`config.mk`:
```
export PLATFORM = sky130hd
export DESIGN_NAME = user_project_gpio_irq
export DESIGN_NICKNAME = d
export VERILOG_FILES = /design/src/rtl/gpio_irq_pkg.sv /design/src/rtl/gpio_irq_sync_edge.sv /design/src/rtl/user_project_gpio_irq.sv
export SDC_FILE = /design/constraint.sdc
export NUM_CORES = 1
export LEC_CHECK = 0
export CAP_MARGIN = 20
export CORE_MARGIN = 5
export CORE_UTILIZATION = 46
export DETAILED_ROUTE_END_ITERATION = 8
export PLACE_DENSITY = 0.7
export RECOVER_POWER = 100
export SYNTH_ARGS = -nofsm -noshare
export SYNTH_HDL_FRONTEND = slang
export SYNTH_SLANG_ARGS = --single-unit
```
`constraint.sdc`:
```
create_clock -name wb_clk_i -period 14.7 [get_ports wb_clk_i]
set_clock_uncertainty 0.15 [all_clocks]
set_input_delay 2.205 -clock wb_clk_i [delete_from_list [all_inputs] [get_ports wb_clk_i]]
set_output_delay 2.205 -clock wb_clk_i [all_outputs]
set_load 0.1 [all_outputs]
```
`src/rtl/gpio_irq_pkg.sv`:
```
// Shared constants and helpers for the Wishbone GPIO controller with edge interrupts.
package gpio_irq_pkg;

  // Address-field widths: register index is adr[7:5], bank index is adr[4:2].
  localparam int REG_IDX_W  = 3;
  localparam int BANK_IDX_W = 3;
  localparam int BANK_W     = 32;

  // Largest pad count the 3-bit bank field can address (8 banks x 32 bits).
  localparam int MAX_IO = 256;

  // Register indices within the 0x100-byte window.
  localparam logic [REG_IDX_W-1:0] REG_OUT  = 3'd0;
  localparam logic [REG_IDX_W-1:0] REG_OEB  = 3'd1;
  localparam logic [REG_IDX_W-1:0] REG_IN   = 3'd2;
  localparam logic [REG_IDX_W-1:0] REG_RISE = 3'd3;
  localparam logic [REG_IDX_W-1:0] REG_FALL = 3'd4;
  localparam logic [REG_IDX_W-1:0] REG_STAT = 3'd5;

  // Number of 32-bit banks needed to hold num_io pads.
  function automatic int nbanks(input int num_io);
    return (num_io + 31) / 32;
  endfunction

  // Expand the four byte selects into a 32-bit bit mask.
  function automatic logic [31:0] byte_mask(input logic [3:0] sel);
    return {{8{sel[3]}}, {8{sel[2]}}, {8{sel[1]}}, {8{sel[0]}}};
  endfunction

  // Replace only the selected bytes of old_val with new_val.
  function automatic logic [31:0] merge_bytes(input logic [31:0] old_val,
                                              input logic [31:0] new_val,
                                              input logic [3:0]  sel);
    logic [31:0] m;
    m = byte_mask(sel);
    return (old_val & ~m) | (new_val & m);
  endfunction

endpackage

```
`src/rtl/gpio_irq_sync_edge.sv`:
```
// Multi-stage input synchroniser with a history flop; reports raw rising/falling edges.
module gpio_sync_edge #(
  parameter int WIDTH       = 38,
  parameter int SYNC_STAGES = 2
) (
  input  logic             wb_clk_i,
  input  logic             wb_rst_i,
  input  logic [WIDTH-1:0] din,
  output logic [WIDTH-1:0] s,
  output logic [WIDTH-1:0] rise,
  output logic [WIDTH-1:0] fall
);

  logic [WIDTH-1:0] sync_r [SYNC_STAGES];
  logic [WIDTH-1:0] hist_r;

  // Shift the asynchronous pad values through the synchroniser, then into the history flop.
  always_ff @(posedge wb_clk_i or posedge wb_rst_i) begin
    if (wb_rst_i) begin
      for (int i = 0; i < SYNC_STAGES; i++) begin
        sync_r[i] <= {WIDTH{1'b0}};
      end
      hist_r <= {WIDTH{1'b0}};
    end else begin
      sync_r[0] <= din;
      for (int i = 1; i < SYNC_STAGES; i++) begin
        sync_r[i] <= sync_r[i-1];
      end
      hist_r <= sync_r[SYNC_STAGES-1];
    end
  end

  assign s    = sync_r[SYNC_STAGES-1];
  assign rise = s & ~hist_r;
  assign fall = ~s & hist_r;

endmodule

```
`src/rtl/user_project_gpio_irq.sv`:
```
// Wishbone GPIO controller: per-pad output data, output enable, synchronised
// readback and rising/falling-edge interrupts with write-1-to-clear status.
module user_project_gpio_irq
  import gpio_irq_pkg::*;
#(
  parameter int          NUM_IO      = 38,
  parameter logic [31:0] BASE_ADDR   = 32'h300F_FF00,
  parameter int          SYNC_STAGES = 2
) (
  input  logic              wb_clk_i,
  input  logic              wb_rst_i,
  input  logic              wbs_stb_i,
  input  logic              wbs_cyc_i,
  input  logic              wbs_we_i,
  input  logic [3:0]        wbs_sel_i,
  input  logic [31:0]       wbs_dat_i,
  input  logic [31:0]       wbs_adr_i,
  output logic              wbs_ack_o,
  output logic [31:0]       wbs_dat_o,
  input  logic [NUM_IO-1:0] io_in,
  output logic [NUM_IO-1:0] io_out,
  output logic [NUM_IO-1:0] io_oeb,
  output logic              irq_o
);

  localparam int         NB   = nbanks(NUM_IO);
  localparam logic [3:0] NB_V = 4'(NB);

  // Architectural registers, only NUM_IO bits wide: unimplemented bits simply do not exist.
  logic [NUM_IO-1:0] out_r, oeb_r, rise_en_r, fall_en_r, stat_r;
  logic              ack_r;
  logic [31:0]       dat_r;

  // Synchroniser outputs.
  logic [NUM_IO-1:0] sync_s, rise_raw_s, fall_raw_s, event_s;

  // Registers zero-padded to the full addressable width so any bank index is a legal slice.
  logic [MAX_IO-1:0] out_pad_s, oeb_pad_s, in_pad_s, rise_pad_s, fall_pad_s, stat_pad_s, event_pad_s;
  logic [MAX_IO-1:0] out_nxt_s, oeb_nxt_s, rise_nxt_s, fall_nxt_s, stat_nxt_s, clr_s;

  logic                  hit_s, req_s, wr_s, bank_ok_s;
  logic [REG_IDX_W-1:0]  reg_idx_s;
  logic [BANK_IDX_W-1:0] bank_s;
  logic [7:0]            bank_base_s;
  logic [31:0]           rd_data_s;
  logic                  unused_s;

  gpio_sync_edge #(
    .WIDTH       (NUM_IO),
    .SYNC_STAGES (SYNC_STAGES)
  ) u_sync_edge (
    .wb_clk_i (wb_clk_i),
    .wb_rst_i (wb_rst_i),
    .din      (io_in),
    .s        (sync_s),
    .rise     (rise_raw_s),
    .fall     (fall_raw_s)
  );

  assign event_s = (rise_raw_s & rise_en_r) | (fall_raw_s & fall_en_r);

  assign hit_s       = (wbs_adr_i[31:8] == BASE_ADDR[31:8]);
  assign reg_idx_s   = wbs_adr_i[7:5];
  assign bank_s      = wbs_adr_i[4:2];
  assign bank_base_s = {bank_s, 5'b00000};
  assign bank_ok_s   = ({1'b0, bank_s} < NB_V);
  assign req_s       = wbs_cyc_i & wbs_stb_i & hit_s & ~ack_r;
  assign wr_s        = req_s & wbs_we_i;

  // Zero-extend every register to the full bank-addressable width.
  always_comb begin
    out_pad_s   = {MAX_IO{1'b0}};
    oeb_pad_s   = {MAX_IO{1'b0}};
    in_pad_s    = {MAX_IO{1'b0}};
    rise_pad_s  = {MAX_IO{1'b0}};
    fall_pad_s  = {MAX_IO{1'b0}};
    stat_pad_s  = {MAX_IO{1'b0}};
    event_pad_s = {MAX_IO{1'b0}};
    out_pad_s[NUM_IO-1:0]   = out_r;
    oeb_pad_s[NUM_IO-1:0]   = oeb_r;
    in_pad_s[NUM_IO-1:0]    = sync_s;
    rise_pad_s[NUM_IO-1:0]  = rise_en_r;
    fall_pad_s[NUM_IO-1:0]  = fall_en_r;
    stat_pad_s[NUM_IO-1:0]  = stat_r;
    event_pad_s[NUM_IO-1:0] = event_s;
  end

  // Compute next register values from a byte-masked write; IN and reserved slots are read-only.
  always_comb begin
    out_nxt_s  = out_pad_s;
    oeb_nxt_s  = oeb_pad_s;
    rise_nxt_s = rise_pad_s;
    fall_nxt_s = fall_pad_s;
    clr_s      = {MAX_IO{1'b0}};
    if (wr_s && bank_ok_s) begin
      case (reg_idx_s)
        REG_OUT:  out_nxt_s[bank_base_s +: BANK_W]  = merge_bytes(out_pad_s[bank_base_s +: BANK_W], wbs_dat_i, wbs_sel_i);
        REG_OEB:  oeb_nxt_s[bank_base_s +: BANK_W]  = merge_bytes(oeb_pad_s[bank_base_s +: BANK_W], wbs_dat_i, wbs_sel_i);
        REG_RISE: rise_nxt_s[bank_base_s +: BANK_W] = merge_bytes(rise_pad_s[bank_base_s +: BANK_W], wbs_dat_i, wbs_sel_i);
        REG_FALL: fall_nxt_s[bank_base_s +: BANK_W] = merge_bytes(fall_pad_s[bank_base_s +: BANK_W], wbs_dat_i, wbs_sel_i);
        REG_STAT: clr_s[bank_base_s +: BANK_W]      = wbs_dat_i & byte_mask(wbs_sel_i);
        default:  clr_s = {MAX_IO{1'b0}};
      endcase
    end else begin
      clr_s = {MAX_IO{1'b0}};
    end
    // New events are ORed in after the clear so a coincident event keeps the bit set.
    stat_nxt_s = (stat_pad_s & ~clr_s) | event_pad_s;
  end

  // Select the addressed bank of the addressed register; reserved slots and absent banks read 0.
  always_comb begin
    rd_data_s = 32'h0000_0000;
    if (bank_ok_s) begin
      case (reg_idx_s)
        REG_OUT:  rd_data_s = out_pad_s[bank_base_s +: BANK_W];
        REG_OEB:  rd_data_s = oeb_pad_s[bank_base_s +: BANK_W];
        REG_IN:   rd_data_s = in_pad_s[bank_base_s +: BANK_W];
        REG_RISE: rd_data_s = rise_pad_s[bank_base_s +: BANK_W];
        REG_FALL: rd_data_s = fall_pad_s[bank_base_s +: BANK_W];
        REG_STAT: rd_data_s = stat_pad_s[bank_base_s +: BANK_W];
        default:  rd_data_s = 32'h0000_0000;
      endcase
    end else begin
      rd_data_s = 32'h0000_0000;
    end
  end

  // Bus handshake: one-cycle ack per request; read data is only non-zero while ack is high.
  always_ff @(posedge wb_clk_i or posedge wb_rst_i) begin
    if (wb_rst_i) begin
      ack_r <= 1'b0;
      dat_r <= 32'h0000_0000;
    end else begin
      ack_r <= req_s;
      dat_r <= req_s ? rd_data_s : 32'h0000_0000;
    end
  end

  // Commit register updates on the same edge that raises ack; status tracks events continuously.
  always_ff @(posedge wb_clk_i or posedge wb_rst_i) begin
    if (wb_rst_i) begin
      out_r     <= {NUM_IO{1'b0}};
      oeb_r     <= {NUM_IO{1'b1}};
      rise_en_r <= {NUM_IO{1'b0}};
      fall_en_r <= {NUM_IO{1'b0}};
      stat_r    <= {NUM_IO{1'b0}};
    end else begin
      out_r     <= out_nxt_s[NUM_IO-1:0];
      oeb_r     <= oeb_nxt_s[NUM_IO-1:0];
      rise_en_r <= rise_nxt_s[NUM_IO-1:0];
      fall_en_r <= fall_nxt_s[NUM_IO-1:0];
      stat_r    <= stat_nxt_s[NUM_IO-1:0];
    end
  end

  assign wbs_ack_o = ack_r;
  assign wbs_dat_o = dat_r;
  assign io_out    = out_r;
  assign io_oeb    = oeb_r;
  assign irq_o     = |stat_r;

  // Padding bits above NUM_IO and the byte offset in the address carry no information.
  assign unused_s = ^{wbs_adr_i[1:0], out_nxt_s, oeb_nxt_s, rise_nxt_s, fall_nxt_s, stat_nxt_s};

endmodule

```
### After elaboration in Yosys (flattened, before gate mapping)

Cells that the tools add are included.

| word-level totals | value |
|---|---|
| flip-flop bits (word level) | 337 |
| input bits | 111 |
| logic and storage cells | 72 |

| operators by class | value |
|---|---|
| add/subtract/negate cells | 1 |
| $lt $le $gt $ge | 1 |
| eq/ne operators | 6 |
| shift operators | 12 |
| muxes and demuxes | 9 |
| bitwise logic cells | 26 |
| reduce and logical (&&, ||, !) cells | 7 |

Operator list:

| cell | count |
|---|---|
| $shiftx 256x9->32 | 6 |
| $bwmux 256 | 4 |
| $shiftx 32x10->256 | 4 |
| $shift 32x10->256 const A | 1 |
| $and 38x38->38 | 6 |
| $pmux 32 s6 | 1 |
| $and 32x32->32 | 5 |
| $or 32x32->32 | 4 |
| $not 38->38 | 3 |
| $mux 38 | 2 |
| $or 38x38->38 | 2 |
| $mux 32 | 2 |
| $reduce_or 38->1 | 1 |
| $shiftx 32x10->38 | 1 |
| $not 32->32 | 1 |
| $eq 24x22->1 const B | 1 |
| $neg 8->10 | 1 |
| $reduce_and 2->1 | 4 |
| $eq 3x2->1 const B | 2 |
| $eq 3x3->1 const B | 2 |
| $and 1x1->1 | 4 |
| $eq 3x1->1 const B | 1 |
| $logic_not 3->1 | 1 |
| $lt 3x2->1 const B | 1 |
| 2 further kinds | 2 |

### Longest topological paths before layout

Gate-level depths: netlist of the first run.

| depth | value |
|---|---|
| depth after elaboration | 9 |
| mapped depth | 9 |
| mapped depth without buffers | 7 |

### By module

A second synthesis of the first run with hierarchy kept.

| unflattened totals | value |
|---|---|
| cell total of the unflattened synthesis | 1271 |
| area, all modules | 15265.9 um^2 |

By module, submodules not included:

| module | times used | cells an instance | area each (um^2) | seq. area each (um^2) |
|---|---|---|---|---|
| user_project_gpio_irq | 1 | 1042 | 11458.5 | 5627.9 |
| gpio_sync_edge | 1 | 229 | 3807.4 | 2852.7 |

### Worst setup path after synthesis of the first run

No wires, ideal clock.

| timing path | value |
|---|---|
| path type | input to register |
| start point | in wbs_adr_i[2] |
| end point | reg out_r[16] (netlist: io_out[16]) |
| data arrival time | 4.933 ns |
| required time | 14.424 ns |
| path slack | 9.492 ns |
| stages | 9 |
| buffers on the path | 2 |
| path through | buf_1 -> inv_1 -> ha_1 -> ha_1 -> nor4b_1 -> nand4_1 -> buf_2 -> nor3_2 -> mux2_2 |

| on the way | value |
|---|---|
| word-level cells in the longest chain between the ends | 5 |

RTL lines:

| element | RTL line | text |
|---|---|---|
| start, declared | user_project_gpio_irq.sv:17 | `input logic [31:0] wbs_adr_i,` |
| $shiftx 256x9->32 | user_project_gpio_irq.sv:97 | `REG_OUT: out_nxt_s[bank_base_s +: BANK_W] = merge_bytes(out_pad_s[bank_base_s +: BANK_W], wbs_dat_i, wbs_sel_i ...` |
| $and 32x32->32 | gpio_irq_pkg.sv:36 | `return (old_val & ~m) \| (new_val & m);` |
| $or 32x32->32 | gpio_irq_pkg.sv:36 |  |
| $shiftx 32x10->256 | user_project_gpio_irq.sv:97 |  |
| $bwmux 256 | user_project_gpio_irq.sv:97 |  |
| end signal, assigned | user_project_gpio_irq.sv:143 | `out_r <= {NUM_IO{1'b0}};` |
| end signal, assigned | user_project_gpio_irq.sv:149 | `out_r <= out_nxt_s[NUM_IO-1:0];` |
| end, declared | user_project_gpio_irq.sv:30 | `logic [NUM_IO-1:0] out_r, oeb_r, rise_en_r, fall_en_r, stat_r;` |

Parallel ways exist; a longest one is shown, timed or not.
A chain may end at the register's enable or synchronous reset.

### Final worst setup path of the first run

| timing path | value |
|---|---|
| start point | in wbs_adr_i[2] |
| end point | reg rise_en_r[22] |

| on the way | value |
|---|---|
| word-level cells in the longest chain between the ends | 5 |

RTL lines:

| element | RTL line | text |
|---|---|---|
| $shiftx 256x9->32 | user_project_gpio_irq.sv:99 | `REG_RISE: rise_nxt_s[bank_base_s +: BANK_W] = merge_bytes(rise_pad_s[bank_base_s +: BANK_W], wbs_dat_i, wbs_se ...` |
| $and 32x32->32 | gpio_irq_pkg.sv:36 |  |
| $or 32x32->32 | gpio_irq_pkg.sv:36 |  |
| $shiftx 32x10->256 | user_project_gpio_irq.sv:99 |  |
| $bwmux 256 | user_project_gpio_irq.sv:99 |  |
| end signal, assigned | user_project_gpio_irq.sv:145 | `rise_en_r <= {NUM_IO{1'b0}};` |
| end signal, assigned | user_project_gpio_irq.sv:151 | `rise_en_r <= rise_nxt_s[NUM_IO-1:0];` |
| end, declared | user_project_gpio_irq.sv:30 |  |

Parallel ways exist; a longest one is shown, timed or not.

==> results.cfg, run 1 <==
[clock_tree]
cts_buffers = 37
insertion_delay_ns = 0.52
cts_buffer_depth = 3
cts-hold-fix-buffers = 0
cts_tree = done
htreeDepth = 2
path_clk_slew_ns = 0.06
post_cts_resized = 0
cts-root-buf = clkbuf_16
clkSinkCount = 337
post_cts_buffers = 0

[floorplan]
die_area_mm2 = 0.0352
die_w_um = 188
dieHeight_um = 188
initial_core_util_pct = 46.3
ios = 221
core_area_mm2 = 0.0314
floorplan.rows = 65

[drt]
ant_nets = 0
drc = 0
drt_wl_total_um = 42500
vias = 10961
drtIter0Drc = 880
wl_per_cell_um = 23.3
via_per_inst = 6.01
dr.pass1.iters = 5

[yosys]
synthSimpleGateAreaFrac_pct = 12.6
yosysWarnings = 0
netlist_area_mm2 = 0.0145
synth_seq_cells = 337
syn_inst = 1175
syn_avg_cell_area_um2 = 12.4
yosys.area_share.adder_pct = 0.172
synth-xor-area-share_pct = 0
synthMuxAreaShare_pct = 15.6
synth_top_family_by_area = multiplexers
synthArstFlopShare_pct = 100
synth.net_count = 1288
synth_compound_area_share_pct = 11.0
synth-edff-count = 0
yosysUniqueCellTypes = 56
yosysSeqAreaShare_pct = 58.4
ys.flop_type = dfrtp_1

[timing]
maxSlewViolCount = 246
setup_viol = 0
tightest_slew_ns = 4.92
post-route-min-period_ns = 8.50
fmax_ghz = 0.118
fin_setup_tns_ns = 0
maxSlewHeadroom_pct = -230
fin_crit_sh_pct = 57.8
rsz0062_at_grt = false
final_hold_viol_count = 0

[pwr]
p_switching_uw = 446
power_frac_seq_pct = 47.4
vdd_ir_drop_max_mv = 0.0700
p_leak_uw = 0.00818
swShare_pct = 22.2
power_density_mw_per_mm2 = 110
p_int_uw = 1570
p_clk_share_pct = 47.3
power_frac_comb_pct = 5.3

[run_status]
outcome = complete, but fails checks
violations = capacitance limit, slew limit

[global_route]
grt_pass1_vias = 11526
grt_antenna_before_repair = 3
grt_first_pass_wirelength_um = 67100
grt_max_degree = 115
grt-ovfl-total = 0
track_usage_pct = 24.0

[min_path]
hp-class = reg2reg
hold_start = u_sync_edge.sync_r[75]

[cells_and_area]
syn_to_final_growth_pct = 26.0
drive_gt1_share_pct = 17.9
fin_util_pct = 58.3
antenna_cells = 0
nets = 1507

[placed_design]
dp_hpwl_um = 27900
port_buffers = 218
place_congestion = 0.882

[setup_path]
endpoint_kind = flip-flop
cp_max_fo = 40
path_class = in2reg
reg2reg_from = wbs_ack_o
startpoint = wbs_adr_i[2]
start_kind = primary input
worst_ep_arrival_time_ns = 8.76
required_ns = 14.96

[flow_run]
drv_cap = 10
## layer usage
layer | up-vias | part of all wire, % | track usage, %
li1 | 4792 | - | -
met1 | 5570 | 43 | 33.1
met2 | 499 | 47 | 38.1
met3 | 96 | 7.5 | 5.10
met4 | 4 | 3.2 | 8.36
met5 | - | 0.033 | 0
## registers in the layout, summed over array words and instances, names as in the netlist, 32 cells and up
register	count
rise_en_r	38
wbs_dat_o	32
u_sync_edge.s	38
io_oeb	38
io_out	38
stat_r	38
u_sync_edge.hist_r	38
u_sync_edge.sync_r	38
fall_en_r	38
## layout make-up
cell class                      count  area, um^2
Clock inverter                     13         185
Fill cell                        2588       13100
Sequential cell                   337        8480
Inverter                           23        87.6
Clock buffer                       54        1070
Timing Repair Buffer              238        2320
Multi-Input combinational cell    757        5660
Tap cell                          402         503
## critical path, stage by stage
cell	delay [ns]
buf_2	0.07
clkbuf_1	2.04
inv_1	0.27
ha_1	0.36
ha_1	0.30
nor4b_1	0.29
clkbuf_1	0.27
nand4_1	0.63
nor4_1	1.83
mux2_2	0.45
## power groups by stage
stage	clock, uW	sequential [uW]	combinational (uW)
finish	951	955	107
global route	1010	956	116
CTS	967	954	108
detailed placement	0	971	108
global placement	0	970	107
floorplan	0	967	52.1
## path summary, 6_finish.rpt
check                                               to  slack, ns  cells past startpoint
worst max-delay path                     rise_en_r[22]       6.20                     10
worst min-delay path                 u_sync_edge.s[37]       0.19                      0
worst max register to register           rise_en_r[22]      10.40                      4
worst min register to register       u_sync_edge.s[37]       0.19                      0
max in group asynchronous            u_sync_edge.s[17]       7.55                      4
min in group asynchronous       u_sync_edge.sync_r[65]       3.52                      2
## Yosys cell counts, types with 3 or more instances
cell type	number	share of area, %
nor4_1	11	0.47
o22ai_1	21	0.90
o21ai_0	43	1.5
nor3b_1	3	0.16
a2bb2oi_1	24	1.4
and2_1	31	1.3
mux2i_1	74	5.1
dfrtp_1	299	51
dfstp_2	38	6.9
nand3_1	29	1.0
a21oi_1	51	1.8
o31ai_1	24	1.2
or3_1	4	0.17
nand2b_1	3	0.13
inv_1	23	0.59
nand4_1	29	1.2
a21o_1	16	0.83
buf_2	3	0.10
nor2_1	48	1.2
nand3b_1	39	2.0
buf_1	10	0.26
mux4_2	6	0.93
o2bb2ai_1	19	1.1
o41ai_1	8	0.48
mux2_2	123	9.5
nor3_1	19	0.65
o211ai_1	24	1.2
clkbuf_1	42	1.1
a221oi_1	4	0.24
nor3_4	5	0.56
nand2_1	66	1.7
## metrics by stage
step           setup slack [ns]  hold WS (ns)  cells  total power, uW  area [um^2]
2_1_floorplan              3.07         0.181   1175             1020        14500
5_1_grt                    6.02         0.204   1824             2080        18300
4_1_cts                    8.73         0.193   1823             2030        18400
3_5_place_dp               8.19         0.185   1756             1080        17100
3_3_place_gp               8.29         0.183   1755             1080        17100
6_report                   6.20         0.189   1824             2010        18300
## cells by family (layout without fill, tap and decap cells)
kind of cell	Yosys count	after routing
AO/OA/AOI/OAI	239	239
AND/OR/NAND/NOR	313	313
adder cells (fa/ha/maj)	2	2
multiplexers	203	203
flip-flops	337	337
buffers and inverters	81	328
## layout by cell type, fill, tap and decap left out, types with 5 or more instances in the layout
master,count
o41ai_1,8
nand3b_1,39
dfstp_2,38
clkbuf_8,6
and2_1,31
a2bb2oi_1,24
mux2i_1,74
clkbuf_16,38
a21oi_1,51
mux4_2,6
clkinv_2,5
clkbuf_1,14
o211ai_1,24
mux2_2,119
nand3_1,29
nor3_1,23
o21ai_0,43
nand2_1,66
buf_4,14
o2bb2ai_1,19
o22ai_1,21
o31ai_1,24
clkdlybuf4s50_1,65
dfrtp_1,299
dlygate4sd3_1,150
a21o_1,16
nor2_1,48
nand4_1,29
inv_1,22
nor4_1,12
(Power assumes the default switching activity.)
==> inputs of run 2 (changes only) <==
- PLACE_DENSITY: 0.7 -> 0.72
- clock period: 14.7 -> 7.15 ns (I/O delays scaled with it)
==> results.cfg, run 2 (synthesis gave the netlist of run 1 again) <==
[run_status]
outcome = complete, but fails checks
violations = capacitance limit, slew limit

[drt]
via_per_inst = 5.94
dr.pass1.iters = 5
drc = 0
ant_nets = 0
drt_wl_total_um = 41900
drtIter0Drc = 718
vias = 10862
wl_per_cell_um = 22.9

[cells_and_area]
nFillCells = 2552
multi_input_area_mm2 = 0.00565
regArea_mm2 = 0.00848
final_cells = 1828
final_cell_mix = dfrtp_1 (299), dlygate4sd3_1 (151), mux2_2 (120), mux2i_1 (74), nand2_1 (66)
layout_commonest_cell = dfrtp_1
drive_gt1_share_pct = 17.5
syn_to_final_growth_pct = 25.6
antenna_cells = 0
nets = 1513

[global_route]
track_usage_pct = 23.5
grt_max_degree = 88
grt-ovfl-total = 0
grt_antenna_before_repair = 1
grt_first_pass_wirelength_um = 65800
grt_pass1_vias = 11368

[floorplan]
die_area_mm2 = 0.0352
floorplan.rows = 65
die_w_um = 188
ios = 221
initial_core_util_pct = 46.3
core_area_mm2 = 0.0314
dieHeight_um = 188

[setup_path]
endpoint_kind = flip-flop
crit_chain = dlygate4sd3_1 > inv_1 > ha_1 > ha_1 > nor4b_1 > nand4_1 > clkbuf_1 > nor4_1 > mux2_2
start_kind = primary input
cp_slowest_cell = nor4_1
path_class = in2reg
critPathMaxStageDelay_ns = 1.50
worst_path_most_repeated_cell = ha_1
required_ns = 7.40
worst_ep_arrival_time_ns = 5.68
cp_max_fo = 12

[timing]
tightest_slew_ns = 3.59
fin_setup_tns_ns = 0
post-route-min-period_ns = 5.44
fin_ws_ns = 1.71
final_hold_viol_count = 0
fin_crit_sh_pct = 76.0
setup_viol = 0
maxSlewViolCount = 314
rsz0062_at_grt = false
maxSlewHeadroom_pct = -139
whs_ns = 0.193
fmax_ghz = 0.184

[clock_tree]
cts_tree = done
post_cts_buffers = 0
path_clk_slew_ns = 0.06
cts_buffer_depth = 3
clkSinkCount = 337
insertion_delay_ns = 0.51
cts-hold-fix-buffers = 0
cts_buffers = 37
post_cts_resized = 0
htreeDepth = 2
cts-root-buf = clkbuf_16

[pwr]
power_uw = 4020
power_density_mw_per_mm2 = 220
vdd_ir_drop_max_mv = 0.151
p_leak_uw = 0.00815

[placed_design]
place_congestion = 0.910
dp_hpwl_um = 28100
dp_slack_ns = 2.09
dp.cells = 1761
port_buffers = 218

[flow_run]
drv_cap = 12

[min_path]
hp-class = reg2reg
==> run 2: cell type report <==
cell class / instances / share of cell area [%]
repair buffers: 244 / 12.9
multi-input cells: 757 / 31.0
inverters: 23 / 0.480
flip-flops and latches: 337 / 46.5
clock buffers: 60 / 6.10
clock inverters: 5 / 0.336
well taps: 402 / 2.76
==> run 2: worst max-delay path: cells and delay by family <==
family                     cells  cell delay [ns]
and+or+nand+nor                3             2.45
buffers and inverters          3             1.21
adders and majority gates      2             0.50
muxes                          1             0.44
==> run 2: final timing paths <==
| path | from | endpoint | slack (ns) | depth (start not counted) |
|---|---|---|---|---|
| max in group asynchronous | wb_rst_i | u_sync_edge.sync_r[52] | 2.03 | 3 |
| min in group asynchronous | wb_rst_i | fall_en_r[37] | 0.99 | 2 |
| max reg2reg | wbs_ack_o | rise_en_r[15] | 3.40 | 5 |
| min reg2reg | u_sync_edge.sync_r[43] | u_sync_edge.s[5] | 0.19 | 0 |
| max | wbs_adr_i[3] | rise_en_r[23] | 1.71 | 9 |
| min | u_sync_edge.sync_r[43] | u_sync_edge.s[5] | 0.19 | 0 |
==> run 2: power breakdown <==
group          internal [uW]  total, uW  switching [uW]
Combinational           89.0        218             129
Clock                   1100       1840             737
Sequential              1940       1960            21.3
Total                   3130       4020             887
==> run 2: through the flow <==
stage                     util [%]  instance area [um^2]
after floorplan                  -                 14500
after global placement        54.7                 17200
after detailed placement      54.7                 17200
after CTS                     58.5                 18400
after global routing          58.1                 18200
final                         58.1                 18200
==> run 2: per-layer routing <==
metal	GRT usage, %	vias up	wire, um	part of all wire, %
li1	-	4810	-	-
met1	32.2	5491	17700	42
met2	36.6	451	19700	47
met3	5.31	108	2900	6.9
met4	9.35	2	1550	3.7
met5	0	-	7	0.017
==> inputs of run 3 (changes only) <==
- PLACE_DENSITY: 0.72 -> 0.7
- clock period: 7.15 -> 5.4 ns (I/O delays scaled with it)
==> results.cfg, run 3 (synthesis gave the netlist of run 1 again) <==
[run_status]
violations = capacitance limit, slew limit
outcome = complete, but fails checks

[global_route]
grt-ovfl-total = 0
grt_antenna_before_repair = 3
grt_max_degree = 191
grt_pass1_vias = 11445
grt_first_pass_wirelength_um = 67100
track_usage_pct = 24.0

[drt]
wl_per_cell_um = 23.3
vias = 10956
ant_nets = 0
drt_wl_total_um = 42800
via_per_inst = 5.95
drc = 0
drtIter0Drc = 965
dr.pass1.iters = 7

[timing]
fin_crit_sh_pct = 83.8
fmax_ghz = 0.221
post-route-min-period_ns = 4.53
rsz0062_at_grt = false
maxSlewViolCount = 306
whs_ns = 0.194
maxSlewHeadroom_pct = -72.8
tightest_slew_ns = 2.59
final_hold_viol_count = 0
setup_viol = 0

[clock_tree]
post_cts_resized = 0
clkSinkCount = 337
cts-root-buf = clkbuf_16
cts_buffers = 37
htreeDepth = 2
insertion_delay_ns = 0.53
cts_buffer_depth = 3
cts_tree = done
post_cts_buffers = 0
cts-hold-fix-buffers = 0
path_clk_slew_ns = 0.06

[floorplan]
floorplan.rows = 65
initial_core_util_pct = 46.3
dieHeight_um = 188
core_area_mm2 = 0.0314
die_w_um = 188
ios = 221
die_area_mm2 = 0.0352

[pwr]
vdd_ir_drop_max_mv = 0.235
p_leak_uw = 0.00827
power_density_mw_per_mm2 = 293

[setup_path]
path_class = in2reg
start_kind = primary input
endpoint_kind = flip-flop
reg2reg_from = wbs_ack_o
required_ns = 5.65
r2r_cells = 5
startpoint = wbs_adr_i[20]
timing.rr.end = fall_en_r[32]
cp-endpoint = fall_en_r[17]
cp_max_fo = 35
r2r_slack_ns = 1.93
worst_ep_arrival_time_ns = 4.77

[cells_and_area]
layout_commonest_cell = dfrtp_1
final_cell_mix = dfrtp_1 (299), dlygate4sd3_1 (152), mux2_2 (123), mux2i_1 (74), nand2_1 (66)
final_cells = 1842
nets = 1523
fin_util_pct = 58.7
nFillCells = 2552
drive_gt1_share_pct = 19.2
syn_to_final_growth_pct = 26.8

[min_path]
hp-class = reg2reg

[flow_run]
drv_cap = 4

[placed_design]
dp.cells = 1773
port_buffers = 218
dp_hpwl_um = 28800
place_congestion = 0.886
==> run 3: cell types whose count changed in the layout (fill, tap and decap cells not counted), moves of 3 or more <==
| cell | change |
|---|---|
| clkbuf_8 | +4 |
| nor4_4 | +3 |
| clkbuf_1 | -5 |
| clkinv_2 | +3 |
| nor3_2 | +3 |
| buf_4 | +8 |
| mux2_1 | -3 |
| mux2_2 | +3 |
| nor3_1 | -5 |
==> run 3: worst min-delay path by stage <==
stage                           startpoint                 to  slack [ns]  cells after the start
global placement    u_sync_edge.sync_r[38]   u_sync_edge.s[0]        0.18                      0
global route        u_sync_edge.sync_r[48]  u_sync_edge.s[10]        0.20                      0
finish              u_sync_edge.sync_r[43]   u_sync_edge.s[5]        0.19                      0
detailed placement  u_sync_edge.sync_r[48]  u_sync_edge.s[10]        0.18                      0
floorplan           u_sync_edge.sync_r[38]   u_sync_edge.s[0]        0.18                      0
CTS                 u_sync_edge.sync_r[52]  u_sync_edge.s[14]        0.19                      0
==> run 3: per-stage QoR <==
stage / instance area [um^2] / total power (uW) / worst slack (ns) / TNS [ns]
2_1_floorplan: 14500 / 2780 / -0.0336 / -10.03
3_3_place_gp: 17300 / 2940 / 1.20 / 0
3_5_place_dp: 17300 / 2940 / 1.13 / 0
4_1_cts: 18500 / 5440 / 1.35 / 0
5_1_grt: 18400 / 5580 / 0.772 / 0
6_report: 18400 / 5390 / 0.874 / 0
==> run 3: cell type report <==
class / instances / area [um^2] / area share, %
clock inverter: 11 / 109 / 0.591
timing repair buffer: 254 / 2400 / 13.0
clock buffer: 57 / 1120 / 6.09
multi-input combinational: 757 / 5720 / 31.0
sequential: 337 / 8480 / 46.0
antenna: 1 / 2.50 / 0.0136
tap: 402 / 503 / 2.73
inverter: 23 / 87.6 / 0.476
==> run 3: metal layers <==
layer | wire length [um] | part of all wire, % | vias up | global-route usage, %
met3 | 3150 | 7.3 | 94 | 5.40
met4 | 1270 | 3.0 | 4 | 7.20
met2 | 20200 | 47 | 477 | 38.9
li1 | - | - | 4832 | -
met5 | 25 | 0.058 | - | 0
met1 | 18200 | 42 | 5549 | 32.6
==> run 3: critical path, cell delays in order <==
cell,delay [ns]
dlygate4sd3_1,0.54
or4b_1,0.67
or4_1,1.31
nor3_2,1.03
mux2_2,0.42
==> run 3: power by group <==
group | internal, uW | switching [uW] | total (uW)
Sequential | 2570 | 28.0 | 2600
Clock | 1490 | 1020 | 2510
Combinational | 118 | 172 | 290
Total | 4180 | 1220 | 5390
